==> src/rtl/scan_sequencer_pkg.sv <==
// -----------------------------------------------------------------------------
// scan_sequencer_pkg
//
// Shared definitions for the scan sequencer that drives the 3-bit select of a
// one-hot 3-to-8 decoder.
//   - mode_e    : stepping mode encodings (up, down, bounce, hold)
//   - state_e   : sequencer FSM states (IDLE, RUN)
//   - SEL_MAX   : highest select value
//   - advance() : computes the next select value, direction and whether the
//                 step lands on the one-shot terminal value
// -----------------------------------------------------------------------------
package scan_sequencer_pkg;

  typedef enum logic [1:0] {
    MODE_UP     = 2'b00,
    MODE_DOWN   = 2'b01,
    MODE_BOUNCE = 2'b10,
    MODE_HOLD   = 2'b11
  } mode_e;

  typedef enum logic {
    IDLE = 1'b0,
    RUN  = 1'b1
  } state_e;

  localparam logic [2:0] SEL_MAX = 3'd7;
  localparam logic [2:0] SEL_MIN = 3'd0;

  typedef struct packed {
    logic [2:0] sel;
    logic       dir_up;
    logic       terminal;
  } advance_t;

  // One step of the select sequence. The terminal flag tells the caller that,
  // in one-shot operation, this step ends the pass.
  function automatic advance_t advance(input mode_e mode, input logic [2:0] sel,
                                       input logic dir_up);
    advance_t r;
    r.sel      = sel;
    r.dir_up   = dir_up;
    r.terminal = 1'b0;
    case (mode)
      MODE_UP: begin
        r.sel      = sel + 3'd1;
        r.terminal = (r.sel == SEL_MAX);
      end
      MODE_DOWN: begin
        r.sel      = sel - 3'd1;
        r.terminal = (r.sel == SEL_MIN);
      end
      MODE_BOUNCE: begin
        // Reversal happens in the same step that leaves the endpoint, so each
        // endpoint is shown exactly once per turn.
        if (dir_up) begin
          if (sel == SEL_MAX) begin
            r.sel    = sel - 3'd1;
            r.dir_up = 1'b0;
          end else begin
            r.sel = sel + 3'd1;
          end
        end else begin
          if (sel == SEL_MIN) begin
            r.sel    = sel + 3'd1;
            r.dir_up = 1'b1;
          end else begin
            r.sel = sel - 3'd1;
          end
        end
        // Only arriving at 0 on the way down ends a bounce pass.
        r.terminal = !dir_up && (sel != SEL_MIN) && (r.sel == SEL_MIN);
      end
      default: begin
        // Hold: select is frozen, the first step completes the pass.
        r.terminal = 1'b1;
      end
    endcase
    return r;
  endfunction

endpackage

==> src/rtl/scan_sequencer_tick_prescaler.sv <==
// -----------------------------------------------------------------------------
// tick_prescaler
//
// Free-running modulo counter that produces a one-cycle tick every limit+1
// enabled cycles. The count wraps to zero on the cycle it equals the limit.
//
// Ports:
//   clk_i    in   clock, rising edge
//   rst_ni   in   asynchronous active-low reset (count -> 0)
//   clr_i    in   synchronous clear of the count (dominates enable)
//   en_i     in   count enable
//   limit_i  in   terminal count value
//   tick_o   out  high while enabled and count == limit
// -----------------------------------------------------------------------------
module tick_prescaler #(
  parameter int PRESCALE_W = 8
) (
  input  logic                  clk_i,
  input  logic                  rst_ni,
  input  logic                  clr_i,
  input  logic                  en_i,
  input  logic [PRESCALE_W-1:0] limit_i,
  output logic                  tick_o
);

  localparam logic [PRESCALE_W-1:0] CNT_ZERO = '0;
  localparam logic [PRESCALE_W-1:0] CNT_ONE  = {{(PRESCALE_W-1){1'b0}}, 1'b1};

  logic [PRESCALE_W-1:0] cnt_q;
  logic [PRESCALE_W-1:0] cnt_d;
  logic                  at_limit;

  assign at_limit = (cnt_q == limit_i);

  always_comb begin
    cnt_d = cnt_q;
    if (clr_i) begin
      cnt_d = CNT_ZERO;
    end else if (en_i) begin
      cnt_d = at_limit ? CNT_ZERO : (cnt_q + CNT_ONE);
    end
  end

  always_ff @(posedge clk_i or negedge rst_ni) begin
    if (!rst_ni) begin
      cnt_q <= CNT_ZERO;
    end else begin
      cnt_q <= cnt_d;
    end
  end

  // The tick is consumed by a register stage in the sequencer, so the
  // combinational form keeps the step exactly on the limit cycle's edge.
  assign tick_o = en_i && !clr_i && at_limit;

endmodule

==> src/rtl/scan_sequencer.sv <==
// -----------------------------------------------------------------------------
// scan_sequencer
//
// Start/stop controlled sequencer for the 3-bit select of a one-hot 3-to-8
// decoder. Steps up, down, ping-pong (bounce) or holds, every period+1 cycles,
// either free-running or for a single pass. All outputs are registered.
//
// Ports:
//   clk_i      in   system clock, rising edge
//   rst_ni     in   asynchronous active-low reset
//   start_i    in   1-cycle request to begin a sequence (IDLE only)
//   stop_i     in   1-cycle request to abort a sequence (RUN only, beats start)
//   mode_i     in   00 up, 01 down, 10 bounce, 11 hold
//   oneshot_i  in   1 = end after one pass, 0 = free-run
//   period_i   in   step every period_i+1 cycles
//   sel_o      out  decoder select (A=sel[2], B=sel[1], C=sel[0])
//   busy_o     out  high while running
//   step_o     out  1-cycle pulse coincident with each sel update
//   done_o     out  1-cycle pulse when a one-shot pass completes
// -----------------------------------------------------------------------------
module scan_sequencer
  import scan_sequencer_pkg::*;
#(
  parameter int PRESCALE_W = 8
) (
  input  logic                  clk_i,
  input  logic                  rst_ni,
  input  logic                  start_i,
  input  logic                  stop_i,
  input  logic [1:0]            mode_i,
  input  logic                  oneshot_i,
  input  logic [PRESCALE_W-1:0] period_i,
  output logic [2:0]            sel_o,
  output logic                  busy_o,
  output logic                  step_o,
  output logic                  done_o
);

  state_e                state_q,   state_d;
  mode_e                 mode_q,    mode_d;
  logic                  oneshot_q, oneshot_d;
  logic [PRESCALE_W-1:0] period_q,  period_d;
  logic [2:0]            sel_q,     sel_d;
  logic                  dir_up_q,  dir_up_d;
  logic                  busy_q,    busy_d;
  logic                  step_q,    step_d;
  logic                  done_q,    done_d;

  logic                  presc_clr;
  logic                  presc_en;
  logic                  presc_tick;
  advance_t              adv;

  tick_prescaler #(
    .PRESCALE_W (PRESCALE_W)
  ) u_tick_prescaler (
    .clk_i   (clk_i),
    .rst_ni  (rst_ni),
    .clr_i   (presc_clr),
    .en_i    (presc_en),
    .limit_i (period_q),
    .tick_o  (presc_tick)
  );

  assign adv = advance(mode_q, sel_q, dir_up_q);

  always_comb begin
    state_d   = state_q;
    mode_d    = mode_q;
    oneshot_d = oneshot_q;
    period_d  = period_q;
    sel_d     = sel_q;
    dir_up_d  = dir_up_q;
    busy_d    = busy_q;
    step_d    = 1'b0;
    done_d    = 1'b0;
    presc_clr = 1'b0;
    presc_en  = 1'b0;

    case (state_q)
      IDLE: begin
        if (start_i) begin
          state_d   = RUN;
          busy_d    = 1'b1;
          mode_d    = mode_e'(mode_i);
          oneshot_d = oneshot_i;
          period_d  = period_i;
          dir_up_d  = 1'b1;
          presc_clr = 1'b1;
          case (mode_e'(mode_i))
            MODE_UP,
            MODE_BOUNCE: sel_d = SEL_MIN;
            MODE_DOWN:   sel_d = SEL_MAX;
            default:     sel_d = sel_q;
          endcase
        end
      end
      RUN: begin
        if (stop_i) begin
          // Abort takes priority over any step due on this edge.
          state_d = IDLE;
          busy_d  = 1'b0;
        end else begin
          presc_en = 1'b1;
          if (presc_tick) begin
            sel_d    = adv.sel;
            dir_up_d = adv.dir_up;
            step_d   = 1'b1;
            if (oneshot_q && adv.terminal) begin
              done_d  = 1'b1;
              state_d = IDLE;
              busy_d  = 1'b0;
            end
          end
        end
      end
      default: begin
        state_d = IDLE;
        busy_d  = 1'b0;
      end
    endcase
  end

  always_ff @(posedge clk_i or negedge rst_ni) begin
    if (!rst_ni) begin
      state_q   <= IDLE;
      mode_q    <= MODE_UP;
      oneshot_q <= 1'b0;
      period_q  <= '0;
      sel_q     <= SEL_MIN;
      dir_up_q  <= 1'b1;
      busy_q    <= 1'b0;
      step_q    <= 1'b0;
      done_q    <= 1'b0;
    end else begin
      state_q   <= state_d;
      mode_q    <= mode_d;
      oneshot_q <= oneshot_d;
      period_q  <= period_d;
      sel_q     <= sel_d;
      dir_up_q  <= dir_up_d;
      busy_q    <= busy_d;
      step_q    <= step_d;
      done_q    <= done_d;
    end
  end

  assign sel_o  = sel_q;
  assign busy_o = busy_q;
  assign step_o = step_q;
  assign done_o = done_q;

endmodule
==> config.mk <==
export PLATFORM = sky130hd
export DESIGN_NAME = scan_sequencer
export DESIGN_NICKNAME = d
export VERILOG_FILES = /design/src/rtl/scan_sequencer_pkg.sv /design/src/rtl/scan_sequencer_tick_prescaler.sv /design/src/rtl/scan_sequencer.sv
export SDC_FILE = /design/constraint.sdc
export NUM_CORES = 1
export LEC_CHECK = 0
export ABC_AREA = 1
export BUFFER_PORTS_ARGS = -buffer_cell sky130_fd_sc_hd__buf_2
export CAP_MARGIN = 25
export CORE_ASPECT_RATIO = 1.1
export CORE_UTILIZATION = 50
export DETAILED_ROUTE_END_ITERATION = 10
export HOLD_SLACK_MARGIN = 0.03
export PLACE_DENSITY = 0.68
export RECOVER_POWER = 100
export SKIP_CTS_REPAIR_TIMING = 1
export SKIP_LAST_GASP = 1
export SLEW_MARGIN = 10
export SYNTH_ARGS = -nofsm -noshare
export SYNTH_HDL_FRONTEND = slang
export SYNTH_SLANG_ARGS = --single-unit
==> constraint.sdc <==
create_clock -name clk_i -period 4.5 [get_ports clk_i]
set_clock_uncertainty 0.05 [all_clocks]
set_input_delay 0.225 -clock clk_i [delete_from_list [all_inputs] [get_ports clk_i]]
set_output_delay 0.225 -clock clk_i [all_outputs]
set_load 0.01 [all_outputs]
==> out/metrics.yaml, run 1 <==
worst_setup_path:
  worst_path_max_fanout: 20
  timing.reg2reg.worst_path_depth: 7
  critical_path_arrival_ns: 2.70
  worstPathRequired_ns: 4.72
  rrSetupSlack_ns: 2.02
  regToRegStartpoint: "state_q"
  timing_worst_setup_path_type: "reg -> reg"
  cp-start-kind: "flop"
  cp-end-kind: "flop"
  reg2reg_end: "sel_o[1]"
drt:
  dr.pass1.iters: 4
  vias_per_cell: 5.135
  drtIter0Drc: 51
  route.final.wire_length_um: 3189
  detail_route.wl_per_cell_um: 11.99
  ant_nets: 0
  drc: 0
  via_count: 1366
min_path:
  timing.hold.worst_path_depth: 3
  holdCritPathClass: "in -> reg"
  worstHoldEndpoint: "period_q[7]"
  hold_path.startpoint: "period_i[7]"
clock_tree:
  cts_root_buffer: "clkbuf_4"
  path_clk_slew_ns: 0.16
  insertion_delay_ns: 0.34
  cts.sinks: 27
  h_tree_levels: 1
  clockBufferDepth: 2
  cts_tree: "yes"
  cts_made_buffers: 3
sta:
  unrepaired_setup_endpoints_after_global_routing: "no"
  timing.final.hold_violations: 0
  clock.fmax_mhz: 403.6
  headroom_to_the_max_slew_limit: 0.01276
  period_share: 0.5506
  setup_viol: 0
  final_period_minus_worst_setup_slack_ns: 2.478
  timing.final.max_slew_violations: 0
  worst-slew-pin-transition_ns: 1.481
  setup-tns-final_ns: 0
final_layout:
  ff_latch_area_um2: 676.9
  fill_cells: 288
  stdcell_area_um2: 1753
  area_of_the_multi_input_gates_um2: 754.5
  final_net_count: 259
  antenna_cells_inserted: 0
  area_added_between_synthesis_and_finish_pct: 9.710
  drive_gt1_frac: 0.08621
die:
  core-area_um2: 3048
  die-height_um: 61.29
  fp-row-count: 21
  dieArea_um2: 3426
  num_io_pins: 21
  die_x_um: 55.90
  start_util: 0.5242
synthesis:
  yosys_register_bits: 27
  synth.top_cell.area_share: 0.4072
  syn_inst: 206
  post_synth_and_or_nand_nor_area_fraction: 0.2608
  synth_compound_gate_area_share: 0.1049
  post_synth_mux_area_share: 0
  synth.yosys.seq_area_share: 0.4236
  synth_top_cell_by_area: "dfrtp_1"
  yosys_warnings: 0
  ys_top_cells_by_area: "dfrtp_1, nand2_1, ha_1"
  synth_area_um2: 1598
  syn_nets: 232
  synth_top_family_by_area: "simple AND/OR/NAND/NOR gates"
  synth-xor-area-share: 0.04385
  synth.lib_cells_used.distinct: 23
  synth_area_per_cell_um2: 7.756
  synth-adder-area-share: 0.08614
global_route:
  initial_antenna_violation_count: 0
  grt_pass1_wl_um: 5347
  grt_pass1_vias: 1244
  grt-ovfl-total: 0
  grt_max_degree: 28
  grt_use_total: 0.2026
flow_run:
  timing.max_cap.violations: 0
pwr:
  p_per_area_nw_per_um2: 417.5
  peak_supply_drop_mv: 0.2771
  p_leak_nw: 0.9084
place:
  dp.final_hpwl_um: 2350
  placed_area_um2: 1730
  gp_congestion: 0.8614
  placement.io_buffers: 20
outcome:
  status: "complete, no violations"
[area by class of cell]
type | instances | share of cell area
Sequential cell | 27 | 0.3862
Clock buffer | 3 | 0.01285
Inverter | 31 | 0.06710
Clock inverter | 1 | 0.004283
Tap cell | 34 | 0.02427
Multi-Input combinational cell | 146 | 0.4304
Timing Repair Buffer | 24 | 0.07495
[power by group]
| group | total, W | switching, W | internal (W) |
|---|---|---|---|
| registers | 0.000332 | 0.0000454 | 0.000287 |
| logic | 0.000286 | 0.000177 | 0.000109 |
| clock network | 0.000114 | 0.0000794 | 0.0000341 |
| total | 0.000732 | 0.000302 | 0.000430 |
[sequential cells by signal (all words and copies together) (netlist names)]
signal and cells:
done_o 1, sel_o 3, dir_up_q 1, state_q 1, mode_q 2, u_tick_prescaler.cnt_q 8, oneshot_q 1, busy_o 1
period_q 8, step_o 1
[cells by family after synthesis]
group,Yosys count
and+or+nand+nor,97
DFF,27
buffers and inverters,33
adders and majority gates,11
xor gates and xnor gates,8
AOI/OAI and AO/OA,30
[routing by layer]
metal	vias to the layer above	track usage	wire (µm)
met5	-	0	0
met4	0	0.1080	73
met3	9	0.03782	157
met2	39	0.3494	1483
met1	621	0.2490	1475
li1	697	-	-
[cell usage after synthesis]
master,n
o22ai_1,5
nor2_4,1
a31oi_1,1
o21ai_1,2
buf_2,2
nor3_1,3
nand2_2,1
inv_2,1
xnor2_1,6
dfstp_2,1
nor2_8,1
inv_1,29
a311oi_2,1
xor2_1,2
inv_4,1
nand3_1,12
ha_1,11
o21ai_0,13
nor2_1,12
nand2_1,66
nand2_4,1
a21oi_1,8
dfrtp_1,26
[per-stage QoR]
step           hold slack (ns)  worst slack (ns)  power (W)  std cells  utilization
2_1_floorplan          -0.1206             2.886  0.0005471        206            -
3_3_place_gp            0.2154             2.722  0.0006174        258       0.5677
3_5_place_dp            0.2175             2.711  0.0006307        258       0.5677
4_1_cts                -0.1573             2.687  0.0007404        262       0.5776
5_1_grt                0.03415             1.758  0.0007925        266       0.5751
6_report               0.01680             2.022  0.0007319        266       0.5751
[critical path, cell delays in order (launching register included)]
cell and delay, ns:
dfrtp_1 0.47, clkinvlp_2 0.22, nand2_1 0.22, inv_1 0.52
nor2_1 0.23, a311oi_1 0.37, nand2_2 0.14, o21ai_0 0.18
[worst max-delay path by stage]
stage	startpoint	endpoint	slack [ns]
3_3_place_gp	state_q	sel_o[1]	2.72
4_1_cts	state_q	sel_o[1]	2.69
2_1_floorplan	sel_o[0]	sel_o[2]	2.89
5_1_grt	state_q	sel_o[1]	1.76
3_5_place_dp	state_q	sel_o[1]	2.71
6_report	state_q	sel_o[1]	2.02
[placed cells by master (no fill, tap or decap), drive strengths merged]
master	n
clkbuf	10
dfstp	1
o21ai	15
nand2	68
dfrtp	26
o22ai	5
xnor2	6
xor2	2
clkinvlp	2
nor3	3
inv	30
a31oi	1
nor2	14
buf	13
ha	11
a21oi	8
nand3	12
a311oi	1
dlygate4sd3	4
Power figures use the tool's default switching activity.
==> inputs of run 2 (changes only) <==
--- a/config.mk
+++ b/config.mk
@@ -5,7 +5,7 @@
 export SDC_FILE = /design/constraint.sdc
 export NUM_CORES = 1
 export LEC_CHECK = 0
-export ABC_AREA = 1
+export ABC_AREA = 0
 export BUFFER_PORTS_ARGS = -buffer_cell sky130_fd_sc_hd__buf_2
 export CAP_MARGIN = 25
 export CORE_ASPECT_RATIO = 1.1
==> constraint.sdc (replaced) <==
create_clock -name clk_i -period 2.44 [get_ports clk_i]
set_clock_uncertainty 0.05 [all_clocks]
set_input_delay 0.122 -clock clk_i [delete_from_list [all_inputs] [get_ports clk_i]]
set_output_delay 0.122 -clock clk_i [all_outputs]
set_load 0.01 [all_outputs]
==> run 2 against run 1 <==
Effect of this change:
- hold slack better by 0.016 ns
- final area up 6.6%
- synthesized cell count down 13%
- sequential share of layout area down 2.4 points
- die area up 2.2%
- sequential cell count unchanged
- non-clock buffer count up 9
- setup slack worse by 1.8 ns
- fmax up 14%
- sequential power up 87%
- clock power up 76%
- wire length up 9.6%
- critical path type unchanged
- critical endpoint is now sel_o[0]
- largest cell class unchanged
==> out/metrics.yaml, run 2 <==
drt:
  ant_nets: 0  # unchanged
  dr.pass1.iters: 4  # unchanged
  detail_route.wl_per_cell_um: 14.32  # was 11.99 µm
  drtIter0Drc: 57  # was 51
  route.final.wire_length_um: 3494  # was 3189 µm
  vias_per_cell: 5.570  # was 5.135
  drc: 0  # unchanged
  via_count: 1359  # was 1366
final_layout:
  fill_cells: 277  # was 288
  area_added_between_synthesis_and_finish_pct: 14.32  # was 9.710%
  stdcell_area_um2: 1868  # was 1753 µm²
  final_common_cell: "nand2_1"  # unchanged
  antenna_cells_inserted: 0  # unchanged
  drive_gt1_frac: 0.1143  # was 0.08621
  layout.cells.most_common_list: "nand2_1, dfrtp_1, buf_2"  # was nand2_1, inv_1, dfrtp_1
  final_net_count: 237  # was 259
die:
  num_io_pins: 21  # unchanged
  core-area_um2: 3074  # was 3048 µm²
  fp-row-count: 21  # unchanged
  start_util: 0.5315  # was 0.5242
  die_x_um: 56.51  # was 55.90 µm
  die-height_um: 61.96  # was 61.29 µm
  dieArea_um2: 3501  # was 3426 µm²
clock_tree:
  path_clk_slew_ns: 0.15  # was 0.16 ns
  insertion_delay_ns: 0.34  # about the same
  cts.sinks: 27  # unchanged
  cts_tree: "yes"  # unchanged
  clockBufferDepth: 2  # unchanged
  h_tree_levels: 1  # unchanged
  cts_made_buffers: 3  # unchanged
  cts_root_buffer: "clkbuf_4"  # unchanged
global_route:
  grt_pass1_vias: 1323  # was 1244
  grt_use_total: 0.2228  # was 0.2026
  grtUsageMet3: 0.02692  # was 0.03782
  grt-ovfl-total: 0  # unchanged
  initial_antenna_violation_count: 0  # unchanged
  globalRouteMet2Util: 0.4202  # was 0.3494
  grt-busiest-layer: "met2"  # unchanged
  groute.layer.met1.usage: 0.2503  # was 0.2490
  grt_max_degree: 28  # unchanged
  grt_pass1_wl_um: 5844  # was 5347 µm
pwr:
  p_leak_nw: 0.8915  # was 0.9084 nW
  peak_supply_drop_mv: 0.4837  # was 0.2771 mV
  power.total_w: 0.001344  # was 0.0007319 W
  p_per_area_nw_per_um2: 719.3  # was 417.5 nW/µm²
synthesis:
  ys_top_cells_by_area: "dfrtp_1, nand2_1, ha_1"  # unchanged
  post-synth-top-count-cell: "nand2_1"  # unchanged
  synth_async_sr_flop_share: 1.000  # unchanged
  synth.yosys.seq_area_share: 0.4142  # was 0.4236
  synth.lib_cells_used.distinct: 40  # was 23
  synth_edf_count: 0  # unchanged
  synth_commonest_cells: "nand2_1, dfrtp_1, ha_1, o21ai_0, inv_1"  # was nand2_1, inv_1, dfrtp_1
  synth_area_um2: 1634  # was 1598 µm²
  synth_area_per_cell_um2: 9.078  # was 7.756 µm²
  synth.top_cell.area_share: 0.3982  # was 0.4072
  syn_inst: 180  # was 206
  synth_top_flop_cell: "dfrtp_1"  # unchanged
  yosys_warnings: 0  # unchanged
  yosys_register_bits: 27  # unchanged
  synth_top_cell_by_area: "dfrtp_1"  # unchanged
  syn_nets: 206  # was 232
sta:
  headroom_to_the_max_slew_limit: 0.009540  # was 0.01276
  unrepaired_setup_endpoints_after_global_routing: "no"  # unchanged
  timing.final.max_slew_violations: 0  # unchanged
  final_period_minus_worst_setup_slack_ns: 2.170  # was 2.478 ns
  clock.fmax_mhz: 460.9  # was 403.6 MHz
  setup-tns-final_ns: 0  # unchanged
  period_share: 0.8892  # was 0.5506
  timing.final.hold_violations: 0  # unchanged
  setup_viol: 0  # unchanged
  worst-slew-pin-transition_ns: 1.486  # was 1.481 ns
place:
  dp.final_hpwl_um: 2542  # was 2350 µm
  placement.io_buffers: 20  # unchanged
  gp_congestion: 0.9840  # was 0.8614
  placed_area_um2: 1757  # was 1730 µm²
worst_setup_path:
  critical_path_arrival_ns: 2.34  # was 2.70 ns
  timing.reg2reg.worst_path_depth: 5  # was 7
  worstPathRequired_ns: 2.61  # was 4.72 ns
  cp-end-kind: "flop"  # unchanged
  worst_path_max_fanout: 6  # was 20
  cp-start-kind: "flop"  # unchanged
  timing_worst_setup_path_type: "reg -> reg"  # unchanged
min_path:
  holdCritPathClass: "in -> reg"  # unchanged
  timing.hold.worst_path_depth: 3  # unchanged
flow_run:
  timing.max_cap.violations: 0  # unchanged
outcome:
  status: "complete, no violations"  # unchanged
==> run 2: final timing paths <==
check                                          start                   endpoint  slack (ns)
setup / recovery           u_tick_prescaler.cnt_q[4]                   sel_o[0]        0.27
hold / removal                             mode_i[0]                  mode_q[0]        0.03
setup reg to reg           u_tick_prescaler.cnt_q[4]                   sel_o[0]        0.27
hold reg to reg                          period_q[6]                period_q[6]        0.47
max in group asynchronous                     rst_ni                period_q[6]        0.88
min in group asynchronous                     rst_ni  u_tick_prescaler.cnt_q[7]        0.61
==> run 2: area by class of cell <==
class | count | area, µm² | area share
Timing Repair Buffer | 33 | 212.7 | 0.1139
Inverter | 10 | 37.54 | 0.02009
Tap cell | 34 | 42.54 | 0.02277
Multi-Input combinational cell | 136 | 870.8 | 0.4662
Clock buffer | 3 | 22.52 | 0.01206
Sequential cell | 27 | 676.9 | 0.3624
Clock inverter | 1 | 5.005 | 0.002679
==> run 2: kinds of logic after synthesis <==
| group | share of synthesized area |
|---|---|
| xor+xnor | 0.05896 |
| mux | 0.03139 |
| simple gates | 0.2320 |
| buf+inv | 0.04441 |
| compound gates | 0.1348 |
| flops | 0.4142 |
| fa+ha+maj | 0.08423 |
==> run 2: worst max-delay path, stage by stage (launching register included) <==
cell and delay (ns):
dfrtp_1 0.48, xor2_1 0.18, or4_4 0.52, nor4_2 0.50
nor3b_1 0.25, a211oi_1 0.07
==> run 2: per-stage QoR <==
| step | hold WS [ns] | setup WS, ns | std cells | utilization |
|---|---|---|---|---|
| after detailed placement | 0.1121 | 0.3898 | 229 | 0.5714 |
| after global routing | 0.05389 | 0.1431 | 244 | 0.6077 |
| after CTS | -0.2676 | 0.3643 | 233 | 0.5804 |
| after global placement | 0.1078 | 0.4544 | 229 | 0.5714 |
| final | 0.03264 | 0.2704 | 244 | 0.6077 |
| after floorplan | -0.2236 | 0.4884 | 180 | - |
==> run 2: routing by layer <==
metal | vias up | wire length [µm]
met5 | - | 0
met4 | 0 | 76
met3 | 6 | 67
met2 | 23 | 1789
met1 | 651 | 1561
li1 | 679 | -
==> run 2: power breakdown <==
part,leakage (nW),internal [W],switching [W]
Combinational,0.530,0.000223,0.000299
Sequential,0.344,0.000524,0.0000963
Clock,0.0177,0.0000617,0.000139
==> inputs of run 3 (changes only) <==
--- a/config.mk
+++ b/config.mk
@@ -13,7 +13,6 @@
 export DETAILED_ROUTE_END_ITERATION = 10
 export HOLD_SLACK_MARGIN = 0.03
 export PLACE_DENSITY = 0.68
-export RECOVER_POWER = 100
 export SKIP_CTS_REPAIR_TIMING = 1
 export SKIP_LAST_GASP = 1
 export SLEW_MARGIN = 10
==> run 3 against run 2 <==
Effect of this change:
- sequential cell count is the same
- register-to-register slack better by 0.06 ns
- final cell count unchanged
==> out/metrics.yaml, run 3 (synthesis gave the netlist of run 2 again) <==
place:
  gp_congestion: 0.9840  # unchanged
  placement.io_buffers: 20  # unchanged
  detailedPlace.worstSlack_ns: 0.3898  # unchanged
  dp.final_hpwl_um: 2542  # unchanged
final_layout:
  drive_gt1_frac: 0.1571  # was 0.1143
  final_net_count: 237  # unchanged
  layout.cells.most_common_list: "nand2_1, dfrtp_1, buf_2"  # unchanged
  fill_cells: 274  # was 277
  area_added_between_synthesis_and_finish_pct: 15.93  # was 14.32%
  antenna_cells_inserted: 0  # unchanged
  final_common_cell: "nand2_1"  # unchanged
drt:
  route.final.wire_length_um: 3500  # was 3494 µm
  ant_nets: 0  # unchanged
  detail_route.wl_per_cell_um: 14.34  # was 14.32 µm
  via_count: 1374  # was 1359
  vias_per_cell: 5.631  # was 5.570
  drtIter0Drc: 53  # was 57
  drc: 0  # unchanged
  dr.pass1.iters: 4  # unchanged
die:
  num_io_pins: 21  # unchanged
  dieArea_um2: 3501  # unchanged
  die-height_um: 61.96  # unchanged
  start_util: 0.5315  # unchanged
  core-area_um2: 3074  # unchanged
  die_x_um: 56.51  # unchanged
  fp-row-count: 21  # unchanged
sta:
  holdWs_ns: 0.03412  # was 0.03264 ns
  unrepaired_setup_endpoints_after_global_routing: "no"  # unchanged
  setup-tns-final_ns: 0  # unchanged
  headroom_to_the_max_slew_limit: 0.5828  # was 0.009540
  period_share: 0.8626  # was 0.8892
  final_period_minus_worst_setup_slack_ns: 2.105  # was 2.170 ns
  worst-slew-pin-transition_ns: 0.6258  # was 1.486 ns
  timing.final.hold_violations: 0  # unchanged
  setup_viol: 0  # unchanged
  timing.final.max_slew_violations: 0  # unchanged
  postLayoutSetupSlackWorst_ns: 0.3353  # was 0.2704 ns
  clock.fmax_mhz: 475.1  # was 460.9 MHz
global_route:
  grt_pass1_vias: 1323  # unchanged
  grt_max_degree: 28  # unchanged
  initial_antenna_violation_count: 0  # unchanged
  grt_pass1_wl_um: 5844  # unchanged
  grt-ovfl-total: 0  # unchanged
  grt_use_total: 0.2228  # unchanged
clock_tree:
  insertion_delay_ns: 0.33  # was 0.34 ns
  cts_root_buffer: "clkbuf_4"  # unchanged
  cts.sinks: 27  # unchanged
  clockBufferDepth: 2  # unchanged
  h_tree_levels: 1  # unchanged
  cts_tree: "yes"  # unchanged
  cts_made_buffers: 3  # unchanged
  path_clk_slew_ns: 0.15  # about the same
worst_setup_path:
  critical_path_arrival_ns: 2.27  # was 2.34 ns
  cp-end-kind: "flop"  # unchanged
  cp-start-kind: "flop"  # unchanged
  worst_path_max_fanout: 6  # unchanged
  worstPathRequired_ns: 2.61  # about the same
  timing_worst_setup_path_type: "reg -> reg"  # unchanged
pwr:
  p_per_area_nw_per_um2: 718.2  # was 719.3 nW/µm²
  peak_supply_drop_mv: 0.4874  # was 0.4837 mV
  p_leak_nw: 0.9221  # was 0.8915 nW
min_path:
  holdCritPathClass: "in -> reg"  # unchanged
flow_run:
  timing.max_cap.violations: 0  # unchanged
outcome:
  status: "complete, no violations"  # unchanged
-- run 3: cell types whose count changed in the layout (fill, tap and decap cells not counted), sizes merged --
cell	before	now
buf	14	22
clkbuf	11	3
-- run 3: cell type report --
class,count,area (µm²),area share
Sequential cell,27,676.9,0.3573
Multi-Input combinational cell,136,884.6,0.4670
Clock inverter,1,5.005,0.002642
Timing Repair Buffer,33,225.2,0.1189
Clock buffer,3,22.52,0.01189
Inverter,10,37.54,0.01982
Tap cell,34,42.54,0.02246
-- run 3: where the power goes --
part           internal, W  switching [W]
logic             0.000232       0.000309
registers         0.000524      0.0000957
clock network    0.0000617       0.000139
-- run 3: worst paths after layout --
path,startpoint,slack [ns],cells past startpoint,to
max,sel_o[0],0.34,7,sel_o[2]
min,mode_i[0],0.03,3,mode_q[0]
max reg2reg,sel_o[0],0.34,7,sel_o[2]
min reg2reg,period_q[1],0.47,2,period_q[1]
max in group asynchronous,rst_ni,1.67,2,period_q[7]
min in group asynchronous,rst_ni,0.27,2,u_tick_prescaler.cnt_q[7]
-- run 3: critical path, stage by stage (launching register included) --
cell,delay [ns]
dfrtp_1,0.46
inv_1,0.14
ha_1,0.23
nor3b_1,0.14
a21oi_1,0.31
mux2i_1,0.12
a2111oi_0,0.40
a221oi_1,0.13
-- run 3: metal layers --
metal	up-vias	global-route usage	routed length (µm)
li1	682	-	-
met5	-	0	0
met2	23	0.4202	1771
met4	0	0.1254	81
met3	8	0.02692	62
met1	661	0.2503	1584
-- run 3: stage by stage --
step | utilization | total power, W | area, µm² | std cells
after floorplan | - | 0.0009930 | 1634 | 180
after global placement | 0.5714 | 0.001123 | 1757 | 229
after detailed placement | 0.5714 | 0.001147 | 1757 | 229
after CTS | 0.5804 | 0.001349 | 1784 | 233
after global routing | 0.6162 | 0.001465 | 1894 | 244
final | 0.6162 | 0.001361 | 1894 | 244
